===== src/rtl/spi_dev_pkg.sv =====
// Shared SPI device definitions: FSM state encoding and the idle fill byte.
package spi_dev_pkg;

  typedef logic [1:0] spi_dev_state_t;

  localparam spi_dev_state_t ST_IDLE = 2'd0;
  localparam spi_dev_state_t ST_WAIT = 2'd1;
  localparam spi_dev_state_t ST_SEND = 2'd2;
  localparam spi_dev_state_t ST_DONE = 2'd3;

  localparam logic [7:0] SPI_DEV_FILL_BYTE = 8'h00;

endpackage


===== src/rtl/spi_dev_sresp.sv =====
// SPI device single-response block: a matching command byte fetches a word from
// the fabric and streams it MSB byte first. Optional SPI_DEV_SRESP_REPEAT_EN repeats it.
module spi_dev_sresp
  import spi_dev_pkg::*;
#(
  parameter logic [7:0]  CMD_BYTE = 8'h00,
  parameter int unsigned RSP_LEN  = 4,
  parameter int unsigned DL       = (8 * RSP_LEN) - 1
) (
  input  logic          clk,
  input  logic          rst_n,
  input  logic [7:0]    pw_wdata,
  input  logic          pw_wcmd,
  input  logic          pw_wstb,
  input  logic          pw_end,
  output logic [7:0]    pw_rdata,
  output logic          pw_rvalid,
  input  logic          pw_rstb,
  output logic          resp_req,
  input  logic [DL:0]   resp_data,
  input  logic          resp_ack
);

  localparam int unsigned CW = $clog2(RSP_LEN + 1);

  spi_dev_state_t state_q, state_d;
  logic [DL:0]    sh_q, sh_d;
  logic [CW-1:0]  cnt_q, cnt_d;
  logic           req_d;
  logic [7:0]     rdata_d;
  logic           rvalid_d;
  logic           cmd_match_c;
  logic           cmd_other_c;
  logic           last_byte_c;
`ifdef SPI_DEV_SRESP_REPEAT_EN
  logic [DL:0]    copy_q, copy_d;
`endif

  assign cmd_match_c = pw_wstb & pw_wcmd & (pw_wdata == CMD_BYTE);
  assign cmd_other_c = pw_wstb & pw_wcmd & (pw_wdata != CMD_BYTE);
  assign last_byte_c = (cnt_q == CW'(RSP_LEN - 1));

  // Next-state and next-output logic; pw_end outranks everything else.
  always_comb begin
    state_d = state_q;
    sh_d    = sh_q;
    cnt_d   = cnt_q;
    req_d   = 1'b0;
`ifdef SPI_DEV_SRESP_REPEAT_EN
    copy_d  = copy_q;
`endif
    if (pw_end) begin
      state_d = ST_IDLE;
    end else if (cmd_match_c) begin
      state_d = ST_WAIT;
      req_d   = 1'b1;
    end else if (cmd_other_c) begin
      state_d = ST_IDLE;
    end else begin
      case (state_q)
        ST_WAIT: begin
          if (resp_ack) begin
            sh_d    = resp_data;
            cnt_d   = '0;
            state_d = ST_SEND;
`ifdef SPI_DEV_SRESP_REPEAT_EN
            copy_d  = resp_data;
`endif
          end
        end
        ST_SEND: begin
          if (pw_rstb) begin
            sh_d  = sh_q << 8;
            cnt_d = cnt_q + CW'(1);
            if (last_byte_c) begin
`ifdef SPI_DEV_SRESP_REPEAT_EN
              sh_d  = copy_q;
              cnt_d = '0;
`else
              state_d = ST_DONE;
`endif
            end
          end
        end
        default: ;
      endcase
    end
    rvalid_d = (state_d == ST_SEND);
    rdata_d  = rvalid_d ? sh_d[DL -: 8] : SPI_DEV_FILL_BYTE;
  end

  always_ff @(posedge clk or negedge rst_n) begin
    if (!rst_n) begin
      state_q   <= ST_IDLE;
      sh_q      <= '0;
      cnt_q     <= '0;
      pw_rdata  <= SPI_DEV_FILL_BYTE;
      pw_rvalid <= 1'b0;
      resp_req  <= 1'b0;
    end else begin
      state_q   <= state_d;
      sh_q      <= sh_d;
      cnt_q     <= cnt_d;
      pw_rdata  <= rdata_d;
      pw_rvalid <= rvalid_d;
      resp_req  <= req_d;
    end
  end

`ifdef SPI_DEV_SRESP_REPEAT_EN
  // Copy of the captured word used to reload the shifter on wrap-around.
  always_ff @(posedge clk or negedge rst_n) begin
    if (!rst_n) copy_q <= '0;
    else        copy_q <= copy_d;
  end
`endif

endmodule


===== config.mk =====
export PLATFORM = sky130hd
export DESIGN_NAME = spi_dev_sresp
export DESIGN_NICKNAME = d
export VERILOG_FILES = /design/src/rtl/spi_dev_pkg.sv /design/src/rtl/spi_dev_sresp.sv
export SDC_FILE = /design/constraint.sdc
export NUM_CORES = 1
export LEC_CHECK = 0
export BUFFER_PORTS_ARGS = -buffer_cell sky130_fd_sc_hd__buf_2
export CAP_MARGIN = 20
export CELL_PAD_IN_SITES_DETAIL_PLACEMENT = 1
export CELL_PAD_IN_SITES_GLOBAL_PLACEMENT = 1
export CORE_ASPECT_RATIO = 1.1
export CORE_MARGIN = 4
export CORE_UTILIZATION = 43
export CTS_BUF_LIST = sky130_fd_sc_hd__clkbuf_8
export CTS_CLUSTER_SIZE = 30
export DETAILED_ROUTE_END_ITERATION = 8
export GPL_TIMING_DRIVEN = 0
export HOLD_SLACK_MARGIN = 0.06
export PLACE_DENSITY_LB_ADDON = 0.1
export SKIP_CTS_REPAIR_TIMING = 1
export SYNTH_ARGS = -nofsm -noshare
export SYNTH_HDL_FRONTEND = slang
export SYNTH_SLANG_ARGS = --single-unit

===== constraint.sdc =====
create_clock -name clk -period 2.7 [get_ports clk]
set_clock_uncertainty 0.2 [all_clocks]
set_input_delay 0.135 -clock clk [delete_from_list [all_inputs] [get_ports clk]]
set_output_delay 0.135 -clock clk [all_outputs]
set_load 0.05 [all_outputs]

Word-level counts from Yosys, hierarchy flattened
Index checks and enable logic that the tools add are counted.
- add/sub/neg operators: 1
- multipliers: 0
- divide/modulo/power cells: 0
- order comparisons: 0
- eq/ne operators: 6
- shifts and indexed selects: 0
- muxes and demuxes: 19
- bitwise logic cells: 6
- reduce and logical (&&, ||, !) cells: 4
- operators by type and width (operator ; count):
    $mux W32 ; 5
    $pmux W32 S2 ; 1
    $mux W2 ; 6
    $logic_not A8 Y1 ; 1
    $mux W8 ; 1
    $reduce_bool A8 Y1 ; 1
    $mux W3 ; 2
    $pmux W3 S2 ; 1
    $reduce_and A6 Y1 ; 1
    $eq A2 B2 Y1 const B ; 2
    $ne A2 B2 Y1 const B ; 2
    $pmux W2 S2 ; 1
    $add A3 B1 Y3 const B ; 1
    $and A1 B1 Y1 ; 3
    $eq A3 B2 Y1 const B ; 1
    $not A1 Y1 ; 3
    $eq A2 B1 Y1 const B ; 1
    $mux W1 ; 2
    $reduce_bool A2 Y1 ; 1
- register bits: 47
- bits in latches: 0
- bits in writable memories: 0
- ROM bits: 0
- bits of input ports: 47
- output and inout port bits: 10
- memories kept: 0

Logic depth before layout (Yosys ltp)
Gate-level depths: netlist of the first run.
- depth after elaboration: 9
- depth in mapped cells: 7
- mapped depth without buffers: 5

Worst setup path before layout of the first run
No wires, ideal clock.
- kind: register to register
- start: register state_q[0]
- end: register sh_q[21]
- setup time: 0.128 ns
- data arrival time: 1.825 ns
- path slack: 0.548 ns
- stages on the path, launching flop included: 7
- buffers on the path: 2
- clock period less this slack: 2.152 ns
- path through: dfrtp_1 > inv_1 > ha_1 > buf_4 > nor4_4 > buf_6 > mux2_1
- word-level cells in the longest chain between the ends: 3
- elaborated cells on any way between the ends: 7
- ends and longest elaborated chain (element ; RTL line ; text):
    start: declaration ; spi_dev_sresp.sv:26 ; spi_dev_state_t state_q, state_d;
    start signal: assignment ; spi_dev_sresp.sv:101 ; state_q <= state_d;
    $eq A2 B1 Y1 or $eq A2 B2 Y1 (tied branches) ; spi_dev_sresp.sv:60 ; case (state_q)
    $ne A2 B2 Y1 (no source line) or $reduce_bool A2 Y1 (tied branches) ; -- ;
    $reduce_and A6 Y1 (no source line) ; -- ;
    end signal: assignment ; spi_dev_sresp.sv:95 ; sh_q <= '0;
    end signal: assignment ; spi_dev_sresp.sv:102 ; sh_q <= sh_d;
    end: declaration ; spi_dev_sresp.sv:27 ; logic [DL:0] sh_q, sh_d;
Several ways; a longest one is shown, not always the timed one.
A chain may end at the register's enable or synchronous reset.

Worst setup path in the final report of the first run
- start: register state_q[0]
- end: register pw_rdata[4]
- word-level cells in the longest chain between the ends: 8
- elaborated cells on any way between the ends: 15
- ends and longest elaborated chain (element ; RTL line ; text):
    $mux W2 ; spi_dev_sresp.sv:75 ; if (last_byte_c) begin
    $mux W2 ; spi_dev_sresp.sv:72 ; if (pw_rstb) begin
    $pmux W2 S2 ; spi_dev_sresp.sv:60 ;
    $mux W2 ; spi_dev_sresp.sv:57 ; end else if (cmd_other_c) begin
    $mux W2 ; spi_dev_sresp.sv:54 ; end else if (cmd_match_c) begin
    $mux W2 ; spi_dev_sresp.sv:52 ; if (pw_end) begin
    $eq A2 B2 Y1 ; spi_dev_sresp.sv:88 ; rvalid_d = (state_d == ST_SEND);
    $mux W8 * ; spi_dev_sresp.sv:89 ; rdata_d = rvalid_d ? sh_d[DL -: 8] : SPI_DEV_FILL_BYTE;
    via rdata_d[4] ; spi_dev_sresp.sv:30 ; logic [7:0] rdata_d;
    end signal: assignment ; spi_dev_sresp.sv:104 ; pw_rdata <= rdata_d;
    end: declaration ; spi_dev_sresp.sv:16 ; output logic [7:0] pw_rdata,
The timed path passes the listed nets; every way through them passes the cells marked *.

==> metrics.md, run 1 <==
| Metric | Value |
|---|---|
| Status | completed |
| CTS Sinks | 47 |
| Worst hold path class | primary input to register |
| Max-cap viol count | 0 |
| DP Area | 2740 um^2 |
| Layout net count | 352 |
| Io pins | 57 |
| Placed cells | 341 |
| Clk slew on worst S/H paths | 0.09 ns |
| Post-synth EDFFs | 0 |
| Grt total ovfl | 0 |
| Fin cells | 377 |
| Max-slew violations | 0 |
| Top_reg_cell synth | dfrtp_1 |
| Yosys warning count | 0 |
| Final instance area | 3110 um^2 |
| CTS root buf | clkbuf_8 |
| Post-route DRC | 0 |
| IO buf count | 56 |
| PwrDens | a little over 400 nW/um^2 |
| CTS Buffer Depth | 2 |
| Yosys top cell by area | dfrtp_1 |
| Die height | 85.8 um |
| Sequential area share after synthesis | 0.497 |
| # rows | 28 |
| Slowest library cell on the worst path | a221o_1 |
| TritonRoute pass-1 iters | 4 |
| Area Overhead vs Synth | 31.6% |
| Initial antenna violation count | 0 |
| Asr flop ratio synth | 1.00 |
| Synthesized area | 2370 um^2 |
| Slew headroom | 0.667 |
| Setup CP Type | register to register |
| Vias post-DR | 1979 |
| Final worst slack | 0.121 ns |
| Setup TNS | 0 ns |
| Most numerous cell in the Yosys netlist | dfrtp_1 |
| Fillers | 610 |
| Initial core utilization | 0.441 |
| Worst slew pin tran | 0.488 ns |
| Synthesized flop and latch total | 47 |
| Layout cells sized above 1 | 0.298 |
| Gpl congestion | between 0.7 and 0.8 |
| N_diodes | 0 |
| First-pass GRT wire length | 9.45 mm |
| CP cell instances | inv_1 -> ha_1 -> buf_4 -> clkbuf_1 -> a221o_1 -> a2111oi_0 |
| WL final | 6.36 mm |
| Cells after Synth | 210 |
| H-tree Lvls | 2 |
| Syn nets | 261 |
| Post-synth top cells | dfrtp_1 (47), a22o_1 (19), and3_1 (17), nand2_1 (17), mux2_2 (14) |
| DR WL/cell | approximately 17 um |
| Worst-path fanout max | 10 |
| Synth area leaders | dfrtp_1 (50%), a22o_1 (7.0%), mux2_2 (6.7%) |
| Worst hold margin | 0.0384 ns |
| DIE AREA | 6750 um^2 |
| Worst-Skew Late Latency | 0.30 ns |
| Worst endpoint required time | 2.64 ns |
| VDD IR max | 352 uV |
| GRT Total Usage | 0.179 |
| Critical Path Max Stage Delay | 0.53 ns |
| CP Capture Type | register |
| Largest net degree at the start of global routing | 48 |
| Setup WS pre-CTS | about 0.18 ns |
| Vias in the first global route | 2008 |
| Max Freq | 388 MHz |
| Min Tclk post-route | 2.58 ns |
| CTS tree | built |
| Final setup viols | 0 |
| Post-DP HPWL | 4.22 mm |
| CP Launch Type | register |
| Core area | roughly 5400 um^2 |
| Die width | between 70 and 80 um |
| CTS Buf Count | 5 |
| Period utilization | 0.955 |
| Design Power | 1.27 mW |
| Vias per inst | between 5 and 6 |
| LEAKAGE | ~1.6 nW |
| Post-Syn Area per Cell | 11.3 um^2 |
| RSZ-0062 raised after global routing | false |
| Starting DRT DRC Count | 50 |
| Count of different cell masters after synthesis | 36 |
| Area fraction of the dominant cell type after synthesis | 0.497 |
| Antenna viol nets, final | 0 |
| Post-Route Utilization | 0.581 |
| Final hold viol count | 0 |
| Crit path DAT | 2.52 ns |
## cell families after synthesis
logic type | synth area share
AOI/OAI and AO/OA | 0.179
adders and majority gates | 0.0212
buffers and inverters | 0.0603
DFF | 0.497
muxes | 0.114
and+or+nand+nor | 0.129
## metal layers
| layer | track usage | vias up | share of wire |
|---|---|---|---|
| met5 | 0 | - | 0 |
| met4 | 0.0525 | 0 | 0.012 |
| met3 | 0.0378 | 6 | 0.029 |
| met2 | 0.325 | 41 | 0.55 |
| met1 | 0.213 | 972 | 0.41 |
| li1 | - | 960 | - |
## final timing paths
kind | startpoint | endpoint | slack [ns] | cells past startpoint
min in group asynchronous | rst_n | pw_rdata[0]$_DFF_PN0_ | 0.15 | 3
hold reg to reg | sh_q[22]$_DFFE_PN0P_ | sh_q[22]$_DFFE_PN0P_ | 0.30 | 1
max in group asynchronous | rst_n | sh_q[24]$_DFF_PN0_ | 1.52 | 3
hold / removal | pw_end | sh_q[27]$_DFF_PN0_ | 0.04 | 4
setup / recovery | state_q[0]$_DFF_PN0_ | pw_rdata[4]$_DFF_PN0_ | 0.12 | 6
setup reg to reg | state_q[0]$_DFF_PN0_ | pw_rdata[4]$_DFF_PN0_ | 0.12 | 6
## critical path: cells and delay by family (launching register included)
kind	cells	cell delay, ns
fa+ha+maj	1	0.28
compound gates	2	0.98
buf+inv	3	0.51
flops	1	0.45
## sequential cells by signal, summed over array words and instances, names as in the netlist
register and count:
sh_q 32, pw_rdata 8, cnt_q 3, state_q 2
pw_rvalid 1, resp_req 1
## layout by cell type (no fill, tap or decap), types with 10 or more instances in the layout
cell and instances:
dlygate4sd3_1 26, o41ai_1 11, inv_1 13, a22o_1 19, dfrtp_1 47, buf_2 58
and3_1 17, nand2_1 17, clkbuf_1 10, mux2_2 14
## area by class of cell
cell class	instances	area [um^2]	area share
clock inverters	3	20.0	0.00643
clock buffers	5	68.8	0.0221
inverters	13	48.8	0.0157
repair buffers	84	566	0.182
multi-input cells	133	1050	0.336
flip-flops and latches	47	1180	0.378
well taps	75	93.8	0.0301
plain buffers	17	93.8	0.0301
## power breakdown
group          internal (mW)  switching, mW  total, mW
combinational         0.0653         0.0519      0.117
sequential             0.719        0.00864      0.728
clock                  0.180          0.245      0.425
total                  0.965          0.306       1.27
Power figures use the tool's default switching activity.
==> run 2, diff against run 1 <==
- PLACE_DENSITY: default -> 0.87
- PLACE_DENSITY_LB_ADDON: 0.1 -> default
==> metrics.md, run 2 (same netlist as run 1, synthesis figures left out) <==
| Metric | Value |
|---|---|
| Status | completed |
| Post-DP HPWL | 4.30 mm (+1.9%) |
| Post-Route Utilization | 0.581 (about the same) |
| Core area | 5360 um^2 (unchanged) |
| Gpl congestion | 0.847 (+8.9%) |
| Hold depth | 4 (unchanged) |
| Final setup viols | 0 (unchanged) |
| First-pass GRT wire length | 9.48 mm (+0.36%) |
| Number of flip-flops in the largest register | 32 (unchanged) |
| Pint | 0.965 mW (about the same) |
| WL final | 6.74 mm (+6.0%) |
| Grt total ovfl | 0 (unchanged) |
| Worst slew pin tran | 0.508 ns (+0.0203 ns) |
| Vias post-DR | 2033 (+2.7%) |
| Slew headroom | 0.653 (-0.0139) |
| Die width | 78.7 um (unchanged) |
| Commonest cells after routing, fill and taps aside | buf_2 (59), dfrtp_1 (47), dlygate4sd3_1 (26) |
| CTS tree | built |
| Max-cap viol count | 0 (unchanged) |
| PwrDens | 408 nW/um^2 (about the same) |
| DIE AREA | 6750 um^2 (unchanged) |
| Design Power | 1.27 mW (+0.11%) |
| Setup CP Type | register to register |
| # rows | 28 (unchanged) |
| Vias in the first global route | 2046 (+1.9%) |
| Worst-Skew Late Latency | 0.31 ns (about the same) |
| Worst hold margin | 0.0357 ns (-0.00265 ns) |
| Crit path DAT | 2.51 ns (about the same) |
| CTS Sinks | 47 (unchanged) |
| Starting DRT DRC Count | 45 (-10%) |
| Final worst slack | 0.133 ns (+0.0121 ns) |
| Fin cells | 377 (unchanged) |
| Worst-path fanout max | 10 (unchanged) |
| Commonest non-fill, non-tap cell in the layout | buf_2 |
| Post-route DRC | 0 (unchanged) |
| Placed cells | 341 (unchanged) |
| Clk slew on worst S/H paths | 0.08 ns (about the same) |
| Flop pwr share | 0.575 (+0.002) |
| DP Area | 2740 um^2 (unchanged) |
| Area Overhead vs Synth | 31.7% (about the same) |
| Top reg by flops | sh_q |
| Final instance area | 3120 um^2 (about the same) |
| LEAKAGE | 1.58 nW (about the same) |
| Min Tclk post-route | 2.57 ns (-0.0121 ns) |
| N_diodes | 0 (unchanged) |
| Max Freq | 390 MHz (+0.47%) |
| CTS root buf | clkbuf_8 |
| Layout net count | 352 (unchanged) |
| Layout cells sized above 1 | 0.298 (unchanged) |
| DR WL/cell | 17.9 um (+6.0%) |
| Setup WS pre-CTS | 0.138 ns (-0.0399 ns) |
| Die height | 85.8 um (unchanged) |
| Vias per inst | 5.39 (+2.7%) |
| IO buf count | 56 (unchanged) |
| Initial core utilization | 0.441 (unchanged) |
| R2R Setup Slk | 0.13 ns (about the same) |
| GRT Total Usage | 0.180 (about the same) |
| VDD IR max | 265 uV (-25%) |
| Final hold viol count | 0 (unchanged) |
| Setup TNS | 0 ns (unchanged) |
| Worst hold path class | primary input to register |
| Psw | 0.307 mW (+0.44%) |
| H-tree Lvls | 2 (unchanged) |
| TritonRoute pass-1 iters | 4 (unchanged) |
| Antenna viol nets, final | 0 (unchanged) |
| Clock power share | 0.332 (-0.003) |
| Io pins | 57 (unchanged) |
| Sw frac | 0.241 (+0.000790) |
| CTS Buffer Depth | 2 (unchanged) |
| Initial antenna violation count | 0 (unchanged) |
| CP Launch Type | register |
| Period utilization | 0.951 (-0.00448) |
| Combinational share of power | 0.094 (+0.002) |
| CP Capture Type | register |
| Worst r2r path cells | 6 (unchanged) |
| Largest net degree at the start of global routing | 48 (unchanged) |
| CTS Buf Count | 5 (unchanged) |
| RSZ-0062 raised after global routing | false |
| Max-slew violations | 0 (unchanged) |
| Worst endpoint required time | 2.64 ns (about the same) |
| Biggest regs | sh_q: 32 flops, pw_rdata: 8 flops, cnt_q: 3 flops |
run 2: final cells by class:
class,instances,area [um^2]
buffer,17,93.8
clock buffer,5,68.8
clock inverter,3,20.0
fill,592,2240
inverter,13,48.8
multi-input combinational,133,1050
sequential,47,1180
tap,75,93.8
timing repair buffer,84,566
run 2: power by group through the flow:
stage / logic, mW / registers, mW / clock network (mW)
4_1_cts: 0.0838 / 0.728 / 0.431
2_1_floorplan: 0.0265 / 0.740 / 0
3_3_place_gp: 0.0801 / 0.741 / 0
3_5_place_dp: 0.0834 / 0.742 / 0
5_1_grt: 0.133 / 0.733 / 0.465
6_report: 0.119 / 0.731 / 0.422
run 2: critical path, cell delays in order (launching register included):
cell,delay (ns)
dfrtp_1,0.44
inv_1,0.07
ha_1,0.29
buf_4,0.18
clkbuf_1,0.25
a221o_1,0.52
a2111oi_0,0.46
run 2: path summary, 6_finish.rpt:
path / start / end
worst max-delay path: state_q[0]$_DFF_PN0_ / pw_rdata[3]$_DFF_PN0_
worst min-delay path: pw_end / sh_q[29]$_DFF_PN0_
worst max register to register: state_q[0]$_DFF_PN0_ / pw_rdata[3]$_DFF_PN0_
worst min register to register: sh_q[21]$_DFFE_PN0P_ / sh_q[21]$_DFFE_PN0P_
max in group asynchronous: rst_n / sh_q[25]$_DFF_PN0_
min in group asynchronous: rst_n / sh_q[15]$_DFFE_PN0P_
run 2: layer usage:
layer  share of wire  up-vias  wire length, um  global-route usage
met1            0.39     1004             2630               0.212
met3           0.046       10              313              0.0315
li1                -      958                -                   -
met4           0.012        0               79              0.0652
met2            0.55       61             3720               0.325
met5               0        -                0                   0
